[src/rtl/sevenseg_pkg.sv]
// Shared constants and the hex-to-segment decode used by the seven-segment scan driver.
// Segment patterns are active-low, with bit order g..a.
package sevenseg_pkg;

  localparam logic [7:0] SEG_BLANK = 8'hFF;

  function automatic logic [6:0] hex_to_seg(input logic [3:0] nib);
    logic [6:0] seg;
    case (nib)
      4'h0: seg = 7'h40;
      4'h1: seg = 7'h79;
      4'h2: seg = 7'h24;
      4'h3: seg = 7'h30;
      4'h4: seg = 7'h19;
      4'h5: seg = 7'h12;
      4'h6: seg = 7'h02;
      4'h7: seg = 7'h78;
      4'h8: seg = 7'h00;
      4'h9: seg = 7'h10;
      4'hA: seg = 7'h08;
      4'hB: seg = 7'h03;
      4'hC: seg = 7'h46;
      4'hD: seg = 7'h21;
      4'hE: seg = 7'h06;
      default: seg = 7'h0E;
    endcase
    return seg;
  endfunction

endpackage

[src/rtl/sevenseg_scan_driver_scan_timebase.sv]
// Refresh divider and digit index counter for the scan driver.
// frame_end marks the terminal-count cycle of the last digit in a frame.
module scan_timebase #(
  parameter int NUM_DIGITS  = 4,
  parameter int REFRESH_DIV = 100_000,
  localparam int IDX_W = (NUM_DIGITS > 1) ? $clog2(NUM_DIGITS) : 1,
  localparam int DIV_W = $clog2(REFRESH_DIV)
) (
  input  logic             clock,
  input  logic             reset,
  output logic [IDX_W-1:0] idx,
  output logic             frame_end
);

  logic [DIV_W-1:0] div_reg;
  logic [IDX_W-1:0] idx_reg;
  logic             div_end;

  assign div_end   = (div_reg == DIV_W'(REFRESH_DIV - 1));
  assign frame_end = div_end && (idx_reg == IDX_W'(NUM_DIGITS - 1));
  assign idx       = idx_reg;

  always_ff @(posedge clock) begin
    if (reset) begin
      div_reg <= '0;
      idx_reg <= '0;
    end else if (div_end) begin
      div_reg <= '0;
      idx_reg <= frame_end ? '0 : idx_reg + IDX_W'(1);
    end else begin
      div_reg <= div_reg + DIV_W'(1);
    end
  end

endmodule

[src/rtl/sevenseg_scan_driver.sv]
// Time-multiplexed N-digit common-anode seven-segment driver with tear-free loading,
// per-digit decimal point, enable, blink and leading-zero blanking.
module sevenseg_scan_driver
  import sevenseg_pkg::*;
#(
  parameter int NUM_DIGITS   = 4,
  parameter int REFRESH_DIV  = 100_000,
  parameter int BLINK_FRAMES = 64
) (
  input  logic                    clock,
  input  logic                    reset,
  input  logic [4*NUM_DIGITS-1:0] value,
  input  logic [NUM_DIGITS-1:0]   dp,
  input  logic [NUM_DIGITS-1:0]   digit_en,
  input  logic [NUM_DIGITS-1:0]   blink_en,
  input  logic                    lzb,
  input  logic                    load,
  output logic [NUM_DIGITS-1:0]   display_sel,
  output logic [7:0]              display,
  output logic                    frame_tick
);

  localparam int IDX_W   = (NUM_DIGITS > 1) ? $clog2(NUM_DIGITS) : 1;
  localparam int BLINK_W = (BLINK_FRAMES > 1) ? $clog2(BLINK_FRAMES) : 1;

  logic [IDX_W-1:0] idx;
  logic             frame_end;

  scan_timebase #(
    .NUM_DIGITS (NUM_DIGITS),
    .REFRESH_DIV(REFRESH_DIV)
  ) u_timebase (
    .clock    (clock),
    .reset    (reset),
    .idx      (idx),
    .frame_end(frame_end)
  );

  logic [4*NUM_DIGITS-1:0] value_shadow_reg, value_active_reg;
  logic [NUM_DIGITS-1:0]   dp_shadow_reg, dp_active_reg;
  logic [NUM_DIGITS-1:0]   en_shadow_reg, en_active_reg;
  logic [NUM_DIGITS-1:0]   blink_shadow_reg, blink_active_reg;
  logic                    lzb_shadow_reg, lzb_active_reg;
  logic                    pending_reg;
  logic [BLINK_W-1:0]      blink_cnt_reg;
  logic                    blink_ph_reg;
  logic [NUM_DIGITS-1:0]   display_sel_reg;
  logic [7:0]              display_reg;
  logic                    frame_tick_reg;

  // Active set only changes on a frame boundary, so a frame never mixes old and new data.
  always_ff @(posedge clock) begin
    if (reset) begin
      value_shadow_reg <= '0;
      dp_shadow_reg    <= '0;
      en_shadow_reg    <= '0;
      blink_shadow_reg <= '0;
      lzb_shadow_reg   <= 1'b0;
      value_active_reg <= '0;
      dp_active_reg    <= '0;
      en_active_reg    <= '0;
      blink_active_reg <= '0;
      lzb_active_reg   <= 1'b0;
      pending_reg      <= 1'b0;
    end else begin
      if (load) begin
        value_shadow_reg <= value;
        dp_shadow_reg    <= dp;
        en_shadow_reg    <= digit_en;
        blink_shadow_reg <= blink_en;
        lzb_shadow_reg   <= lzb;
      end
      if (frame_end && load) begin
        value_active_reg <= value;
        dp_active_reg    <= dp;
        en_active_reg    <= digit_en;
        blink_active_reg <= blink_en;
        lzb_active_reg   <= lzb;
        pending_reg      <= 1'b0;
      end else if (frame_end && pending_reg) begin
        value_active_reg <= value_shadow_reg;
        dp_active_reg    <= dp_shadow_reg;
        en_active_reg    <= en_shadow_reg;
        blink_active_reg <= blink_shadow_reg;
        lzb_active_reg   <= lzb_shadow_reg;
        pending_reg      <= 1'b0;
      end else if (load) begin
        pending_reg <= 1'b1;
      end
    end
  end

  always_ff @(posedge clock) begin
    if (reset) begin
      blink_cnt_reg <= '0;
      blink_ph_reg  <= 1'b0;
    end else if (frame_end) begin
      if (blink_cnt_reg == BLINK_W'(BLINK_FRAMES - 1)) begin
        blink_cnt_reg <= '0;
        blink_ph_reg  <= ~blink_ph_reg;
      end else begin
        blink_cnt_reg <= blink_cnt_reg + BLINK_W'(1);
      end
    end
  end

  logic [NUM_DIGITS-1:0] blank;

  genvar gi;
  generate
    for (gi = 0; gi < NUM_DIGITS; gi++) begin : g_blank
      logic lz;
      // A digit is a leading zero when it and every more significant nibble are zero.
      if (gi == 0) begin : g_lsd
        assign lz = 1'b0;
      end else begin : g_upper
        assign lz = lzb_active_reg && (value_active_reg[4*NUM_DIGITS-1:4*gi] == '0);
      end
      assign blank[gi] = !en_active_reg[gi] || (blink_active_reg[gi] && blink_ph_reg) || lz;
    end
  endgenerate

  logic [NUM_DIGITS-1:0] display_sel_next;
  logic [7:0]            display_next;

  always_comb begin
    display_sel_next = '1;
    display_next     = SEG_BLANK;
    for (int i = 0; i < NUM_DIGITS; i++) begin
      if (idx == IDX_W'(i) && !blank[i]) begin
        display_sel_next[i] = 1'b0;
        display_next        = {~dp_active_reg[i], hex_to_seg(value_active_reg[4*i +: 4])};
      end
    end
  end

  always_ff @(posedge clock) begin
    if (reset) begin
      display_sel_reg <= '1;
      display_reg     <= SEG_BLANK;
      frame_tick_reg  <= 1'b0;
    end else begin
      display_sel_reg <= display_sel_next;
      display_reg     <= display_next;
      frame_tick_reg  <= frame_end;
    end
  end

  assign display_sel = display_sel_reg;
  assign display     = display_reg;
  assign frame_tick  = frame_tick_reg;

endmodule

[config.mk]
export PLATFORM = sky130hd
export DESIGN_NAME = sevenseg_scan_driver
export DESIGN_NICKNAME = d
export VERILOG_FILES = /design/src/rtl/sevenseg_pkg.sv /design/src/rtl/sevenseg_scan_driver_scan_timebase.sv /design/src/rtl/sevenseg_scan_driver.sv
export SDC_FILE = /design/constraint.sdc
export NUM_CORES = 1
export LEC_CHECK = 0
export CORE_MARGIN = 2
export CORE_UTILIZATION = 53
export DETAILED_ROUTE_END_ITERATION = 6
export GPL_TIMING_DRIVEN = 0
export PLACE_DENSITY_LB_ADDON = 0.25
export SYNTH_ARGS = -nofsm -noshare
export SYNTH_HDL_FRONTEND = slang
export SYNTH_SLANG_ARGS = --single-unit
export TNS_END_PERCENT = 1
[constraint.sdc]
create_clock -name clock -period 2.7 [get_ports clock]
set_clock_uncertainty 0.2 [all_clocks]
set_input_delay 0.27 -clock clock [delete_from_list [all_inputs] [get_ports clock]]
set_output_delay 0.27 -clock clock [all_outputs]
set_load 0.05 [all_outputs]
# After elaboration in Yosys (flattened, before gate mapping)
# Memory sizes are Yosys's and may differ from the RTL's. A register that Yosys moved wholly into a read port is not among the register bits.
# Index checks and enable logic that the tools add are counted.
# op_classes
n_eq_ne	5
reduce_logical	37
addsub	3
bitwise_logic	5
muxes	28
# op_table
cell	count
$mux 4	14
$mux 16	2
$mux 8	4
$add 17x1->17 const B	1
$eq 17x17->1 const B	1
$logic_and 1x1->1	14
$logic_not 12->1	1
$logic_not 1->1	8
$logic_not 8->1	1
$logic_or 1x1->1	7
$add 6x1->6 const B	1
$eq 6x6->1 const B	1
$mux 1	6
$mux 6	1
$not 1->1	5
$eq 2x2->1 const B	2
$logic_not 4->1	1
$reduce_or 3->1	1
$add 2x1->2 const B	1
$eq 2x1->1 const B	1
$logic_not 2->1	1
$mux 2	1
$reduce_and 2->1	1
$reduce_bool 2->1	1
$reduce_or 2->1	1
# totals
memories	4
word_cells	100
regBits	98
out_inout_bits	13
inputBits	32
mem_bits_ro	448
# mem_list
memory	words	width	read_ports	rd_clocked_by_memory_dff	write_ports	line	source
(no name shown)	16	7	1	1	0	sevenseg_pkg.sv:9	case (nib)
(no name shown)	16	7	1	1	0	sevenseg_pkg.sv:9	
(no name shown)	16	7	1	1	0	sevenseg_pkg.sv:9	
(no name shown)	16	7	1	1	0	sevenseg_pkg.sv:9	

# Logic depth before layout (Yosys ltp)
# depth
ltp_word	8
ltp_mapped	13
depth_no_buf	11

# By module
# Synthesis repeated with hierarchy kept, for this count alone.
# unflattened
cells_unflattened	612
area_unflattened_um2	5749.3
# modules_own_cells
module	seq_area_each_um2	area_per_inst_um2	cells_each	n_inst
sevenseg_scan_driver	2142.1	4852.2	513	1
scan_timebase	380.4	897.1	99	1

# Worst setup path before layout
# OpenSTA, ideal clock, no wires.
# synth_path
kind	register to register
start	reg u_timebase.idx_reg[0], in the netlist u_timebase.idx[0]
end	reg (tool-made name)
path_buffers	1
arrival_ns	2.419
slack_ns	-0.036
path_stages_with_launch	12
required_time_ns	2.383
period_less_slack_ns	2.736
setup_ns	0.117
cell_sequence	dfxtp_1 ha_1 buf_2 inv_1 nor2_1 a21oi_1 a211oi_2 inv_1 ha_1 o21ba_2 mux2i_1 o22a_1
# synth_rtl
item	line	source
start, declared	sevenseg_scan_driver_scan_timebase.sv:16	logic [IDX_W-1:0] idx_reg;
start signal, assigned	sevenseg_scan_driver_scan_timebase.sv:29	idx_reg <= frame_end ? '0 : idx_reg + IDX_W'(1);

==> metrics <==
endpoints failing hold=0; CP Capture Type=flip-flop; PD cells=581.5 nW/um^2; hold crit path type=in -> reg; Post-Route WL=about 17000 um; # Max-Cap Violations=0; Final HPWL DP=10920 um; fin util=68.22%; r2r startpoint=u_timebase.div_reg[1]$_SDFF_PP0_; WHS Endpoint=value_shadow_reg[3]$_SDFFE_PP0P_; largest net degree at the start of global routing=17; die width=between 100 and 150 um; most used flip-flop cell after synthesis=dfxtp_1; Core ar.=11270 um^2; Setup WS post-layout=-0.09439 ns; Slew Viols, Final=0; Peak VDD IR=approximately 0.00044 V; Sw Pwr=0.9164 mW; vias in the first global route=5242; syn_nets=729; top cells by area, synth=dfxtp_1 42%, mux2i_1 9.1%, nor2_1 6.7%, ha_1 6.2%, a21oi_1 3.3%; status=finished with violations; Critical Path AT=2.91 ns; hold-critical path depth=3; global-route usage over all layers=between 20% and 30%; final setup fails=7; Clock Sinks=126; hold_sp=load; Period minus WS final=2.794 ns; maximum level of the CTS H-tree=4; area grow syn2layout=26.83%; post-synthesis sequential area ratio=41.60%; Yosys top cell area share=41.60%; cell taking the most area after synthesis=dfxtp_1; clock slew at reported path FFs=0.06 ns; synth warn=0; initial DRC count=424; IO buf count=between 40 and 50; post-route ant nets=0; share of cells above drive strength 1=19.50%; initial antenna violation count=0; sw frac=20.49%; starting density of the core=roughly 54%; FF-to-FF setup slack=-0.09 ns; mean post-synth cell area=approximately 9.1 um^2; number of remaining DRC errors=0; Die Y=111.0 um; Int Pwr=3.555 mW; grt ovf=0; placer congestion estimate=slightly above 0.9; Lkg Pwr=2.994 nW; first-pass GRT wire length=roughly 26000 um; CP Data Required Time=approximately 2.8 ns; RSZ-0062 raised after global routing=true; detailed-route via count=5381; Cells after Synth=667; top-count cell post-synth=dfxtp_1; worst reg-to-reg path cell count=12; final instance area=7690 um^2; CP Launch Type=flip-flop; critical path type=reg -> reg; EDFF count, synth=0; Worst slew margin=49.70%; # diodes=0; # rows=39; drt pass-1 iters=5; Seq pwr share=42.6%; Least-Margin Pin Slew=0.7545 ns; Tcrit/Tclk final=103.5%; Yosys reg bits=~130; synth cell count leaders=126 x dfxtp_1, 108 x nor2_1, 55 x mux2i_1, 40 x a21oi_1, 32 x nand2_1; Comb power frac=4.8%; clk buf depth=2; WL per Instance=approximately 18 um; placed inst area=~6700 um^2; highest clock rate=approximately 360 MHz; failing checks=negative setup slack; vias per cell=roughly 6.0; Netlist Area Pre-Place=between 6000 and 7000 um^2; Distinct cells, synth=between 60 and 70; CTS tree=built; die area=about 12000 um^2; Post-synth ARST share=0%; io pins=45; Nets=811; Clock power frac=between 50 and 60%; cts hold-fix bufs=0; CP max FO=7; CTS Buf Count=17; Root Driver=clkbuf_16; Skew-Pair Late Insertion Delay=0.42 ns; setup TNS=-0.3773 ns
-- layout by cell type, fill, tap and decap left out, types with 5 or more instances in the layout --
master / n
dfxtp_1: 118
and3_1: 8
inv_1: 19
or3_1: 8
nand2b_1: 10
o22ai_1: 9
o211ai_1: 9
nand3_1: 21
buf_2: 9
o21ai_1: 5
nor2_1: 101
o2bb2ai_1: 5
a21oi_2: 6
buf_1: 5
inv_2: 6
xnor2_1: 6
o21ai_0: 9
dfxtp_2: 7
a31oi_1: 5
clkbuf_1: 12
mux2_2: 11
mux2i_1: 55
and2_1: 5
xor2_1: 15
nand4_1: 6
nor3_1: 8
ha_1: 25
clkbuf_16: 17
clkdlybuf4s50_1: 43
a21oi_1: 37
nand2_1: 32
o21a_1: 5
nor2_2: 7
buf_4: 19
-- worst max path at each step --
stage	start	to	slack, ns
after floorplan	u_timebase.div_reg[0]$_SDFF_PP0_	flip-flop	-0.02
after CTS	u_timebase.div_reg[1]$_SDFF_PP0_	flip-flop	-0.02
final	u_timebase.div_reg[1]$_SDFF_PP0_	flip-flop	-0.09
after global routing	u_timebase.div_reg[1]$_SDFF_PP0_	flip-flop	-0.17
after detailed placement	reset	flip-flop	-0.97
after global placement	reset	flip-flop	-0.90
-- critical path: stages (launching register included) --
cell,delay (ns)
dfxtp_2,0.36
ha_4,0.14
and4_4,0.20
buf_6,0.13
nand4_4,0.11
o32a_1,0.31
o211ai_1,0.42
nor2_1,0.13
inv_2,0.11
buf_4,0.13
ha_2,0.19
nor4_2,0.05
nor3_1,0.22
-- timing repair --
action	in CTS	in global routing
gates resized for setup	38	36
pin swaps	18	8
setup endpoints to repair	38	44
cloned	2	0
buffers inserted	16	3
-- metal layers --
layer  vias up  global-route usage (%)  wire length (um)
met1      2571                   33.89              7085
met4         0                   10.83               516
met2       250                   43.48              7824
met3        52                   6.069              1086
met5         -                       0                 0
li1       2508                       -                 -
-- final cells by class --
| type | instances | area [um^2] |
|---|---|---|
| inverter | 27 | 105.1 |
| sequential | 126 | 2535 |
| multi-input combinational | 483 | 3532 |
| timing repair buffer | 63 | 578.1 |
| buffer | 31 | 160.2 |
| fill | 891 | 3582 |
| clock inverter | 8 | 140.1 |
| tap | 143 | 178.9 |
| clock buffer | 21 | 460.4 |
-- power by group through the flow --
stage / logic (mW) / clock network (mW) / registers (mW)
5_1_grt: 0.235 / 2.43 / 1.91
3_5_place_dp: 0.198 / 0 / 1.94
3_3_place_gp: 0.193 / 0 / 1.94
2_1_floorplan: 0.111 / 0 / 1.94
4_1_cts: 0.211 / 2.35 / 1.91
6_report: 0.216 / 2.35 / 1.91
-- through the flow --
stage	setup slack [ns]	power [mW]	hold slack, ns	instances
after floorplan	-0.01966	2.051	0.2056	667
after global placement	-0.8976	2.136	0.2431	853
after detailed placement	-0.9736	2.142	0.2605	853
after CTS	-0.02425	4.467	0.1322	899
after global routing	-0.1712	4.576	0.1991	902
final	-0.09439	4.472	0.1600	902
-- logic make-up after synthesis --
family / share of synthesized area (%)
compound gates: 13.37
xor+xnor: 3.033
fa+ha+maj: 6.191
buf+inv: 4.127
flops: 41.60
mux: 11.12
simple gates: 20.55
(Power assumes the default switching activity.)
==> patch, RTL diff (same flow settings) <==
Register the inputs `value`, `dp`, `digit_en`, `blink_en`, `lzb` and `load` before use, without a reset. The logic sees them one clock later.
--- a/src/rtl/sevenseg_scan_driver.sv
+++ b/src/rtl/sevenseg_scan_driver.sv
@@ -23,4 +23,20 @@
   localparam int IDX_W   = (NUM_DIGITS > 1) ? $clog2(NUM_DIGITS) : 1;
   localparam int BLINK_W = (BLINK_FRAMES > 1) ? $clog2(BLINK_FRAMES) : 1;
+
+  logic [4*NUM_DIGITS-1:0] value_q;
+  logic [NUM_DIGITS-1:0] dp_q;
+  logic [NUM_DIGITS-1:0] digit_en_q;
+  logic [NUM_DIGITS-1:0] blink_en_q;
+  logic lzb_q;
+  logic load_q;
+
+  always_ff @(posedge clock) begin
+    value_q    <= value;
+    dp_q       <= dp;
+    digit_en_q <= digit_en;
+    blink_en_q <= blink_en;
+    lzb_q      <= lzb;
+    load_q     <= load;
+  end
 
   logic [IDX_W-1:0] idx;
@@ -64,17 +80,17 @@
       pending_reg      <= 1'b0;
     end else begin
-      if (load) begin
-        value_shadow_reg <= value;
-        dp_shadow_reg    <= dp;
-        en_shadow_reg    <= digit_en;
-        blink_shadow_reg <= blink_en;
-        lzb_shadow_reg   <= lzb;
+      if (load_q) begin
+        value_shadow_reg <= value_q;
+        dp_shadow_reg    <= dp_q;
+        en_shadow_reg    <= digit_en_q;
+        blink_shadow_reg <= blink_en_q;
+        lzb_shadow_reg   <= lzb_q;
       end
-      if (frame_end && load) begin
-        value_active_reg <= value;
-        dp_active_reg    <= dp;
-        en_active_reg    <= digit_en;
-        blink_active_reg <= blink_en;
-        lzb_active_reg   <= lzb;
+      if (frame_end && load_q) begin
+        value_active_reg <= value_q;
+        dp_active_reg    <= dp_q;
+        en_active_reg    <= digit_en_q;
+        blink_active_reg <= blink_en_q;
+        lzb_active_reg   <= lzb_q;
         pending_reg      <= 1'b0;
       end else if (frame_end && pending_reg) begin
@@ -85,5 +101,5 @@
         lzb_active_reg   <= lzb_shadow_reg;
         pending_reg      <= 1'b0;
-      end else if (load) begin
+      end else if (load_q) begin
         pending_reg <= 1'b1;
       end
Formal check against the unedited RTL: same outputs for any inputs over 10 cycles, from zero or initial values and one cycle with reset high; that may be too few to reach the edited logic, so the function may still have changed.
==> patch against the original RTL <==
  * Wire length grew 1.0%
  * Global-route usage down 0.55 points
  * Area after synthesis rose by 8.4%
  * The flow still finishes with violations (setup timing)
  * Sequential cell count rose by 30
  * Cell area up 10%
  * Worst setup slack worse by 0.10 ns
  * Total power grew 12%
  * Sequential power is 25% higher
==> patch: results (changes against the original RTL) <==
Post-synth EDFFs: 0 (unchanged)
Dpl hpwl: 11,400 um (+4.0%)
Slack of the critical path: -0.195 ns (-0.101 ns)
NumNets Final: 832 (+2.6%)
Leakage: 3.26 nW (+8.9%)
Synth top cells by count: dfxtp_1, nor2_1, nand2_1, mux2i_1, ha_1
Initial antenna violation count: 0 (unchanged)
Worst-path fanout max: 6 (-1)
Synth cell types: 68 (+9.7%)
Final setup vio count: 18 (+11)
CTS Buf Count: 17 (unchanged)
Slowest CP cell: or4_1
Pin count of the biggest net entering global routing: 17 (unchanged)
Asr flop ratio synth: 0 (unchanged)
Share of cells above drive strength 1: 0.216 (+0.0208)
Placed Area: 7340 um2 (+10%)
Root Buffer: clkbuf_16
Failing checks: setup timing
Yosys warning count: 0 (unchanged)
Maximum vdd drop: 0.000457 V (+2.7%)
DRT Pass-1 Iters: 6 (+1)
Status: finished with violations
Global placer's final weighted congestion: 0.954 (+5.0%)
Fill count: 905 (+1.6%)
First-pass GRT wire length: 26,400 um (+0.29%)
GRT Total Usage: 0.260 (-0.00546)
Initial DRC Count: 363 (-14%)
Hold Path Class: input port to register
Antenna diodes: 0 (unchanged)
Top cells by area, synth: dfxtp_1, mux2i_1, ha_1
H-Tree Depth: 4 (unchanged)
IO Port Bufs: 44 (+2.3%)
Actual slew at the worst max-slew pin: 0.921 ns (+0.167 ns)
Seq/Total Area, Yosys: 0.475 (+0.0593)
Longest Clk Path Bufs: 2 (unchanged)
Clk pin slew, worst setup/hold paths: 0.06 ns (about the same)
Avg WL per Cell: 17.5 um (-4.2%)
Syn Nets: 736 (+0.96%)
CP max stage delay: 0.46 ns (+0.04 ns)
Clock latency on the worst-skew pair: 0.43 ns
Vias: 5,414 (+0.61%)
Top_reg_cell synth: dfxtp_1
Worst Path Arrival: 3.01 ns (+0.10 ns)
## patch: power by group
group / internal, mW / switching, mW / leakage (nW)
registers: 2.35 / 0.0286 / 1.28
clock network: 1.48 / 0.954 / 0.286
logic: 0.0859 / 0.108 / 1.69
## patch: final cells by class
cell class              count  area, um2  area share
plain buffers              30        198      0.0233
clock buffers              19        443      0.0522
clock inverters            13        166      0.0196
inverters                  30        118      0.0139
multi-input cells         458       3500       0.412
flip-flops and latches    156       3140       0.370
well taps                 168        210      0.0248
repair buffers             77        717      0.0844
## patch: stage by stage
| stage | hold WS, ns | setup slack (ns) | power [mW] | TNS (ns) | cells |
|---|---|---|---|---|---|
| floorplan | 0.0977 | -0.0723 | 2.53 | -0.387 | 674 |
| global placement | 0.247 | -1.31 | 2.61 | -53.03 | 886 |
| detailed placement | 0.257 | -1.38 | 2.62 | -59.26 | 886 |
| CTS | 0.0724 | -0.206 | 5.03 | -2.13 | 946 |
| global route | 0.0713 | -0.278 | 5.15 | -3.89 | 951 |
| finish | 0.0804 | -0.195 | 5.01 | -1.63 | 951 |
## patch: critical path, delay by kind of cell, from the launching register on
kind	cells	cell delay (ns)
adder cells (fa/ha/maj)	1	0.18
AND/OR/NAND/NOR	5	1.39
flip-flops	1	0.35
buffers and inverters	1	0.14
AO/OA/AOI/OAI	2	0.51
## patch: logic make-up after synthesis
| logic type | after synthesis | share of synthesized area |
|---|---|---|
| DFF | 156 | 0.475 |
| buffers and inverters | 60 | 0.0396 |
| xor gates and xnor gates | 20 | 0.0267 |
| AOI/OAI and AO/OA | 124 | 0.149 |
| and+or+nand+nor | 237 | 0.181 |
| muxes | 47 | 0.0716 |
| adders and majority gates | 30 | 0.0571 |
## patch: worst paths after layout
kind	cells after the start	slack (ns)	startpoint	to
setup / recovery	9	-0.20	u_timebase.div_reg[6]	register
hold / removal	1	0.08	blink_en[1]	blink_en_q[1]
setup reg to reg	9	-0.20	u_timebase.div_reg[6]	register
hold reg to reg	2	0.27	register	display[5]
## patch: per-layer routing
layer	vias to the layer above	GRT usage	part of all wire
met5	-	0	0
met4	0	0.149	0.041
met3	53	0.0648	0.061
met2	219	0.421	0.48
met1	2551	0.314	0.42
li1	2591	-	-
## patch: repair_timing
action,in CTS,in global routing
pin swaps,20,15
setup buffers,28,5
gates resized for setup,39,31
endpoints found under the setup margin,87,29
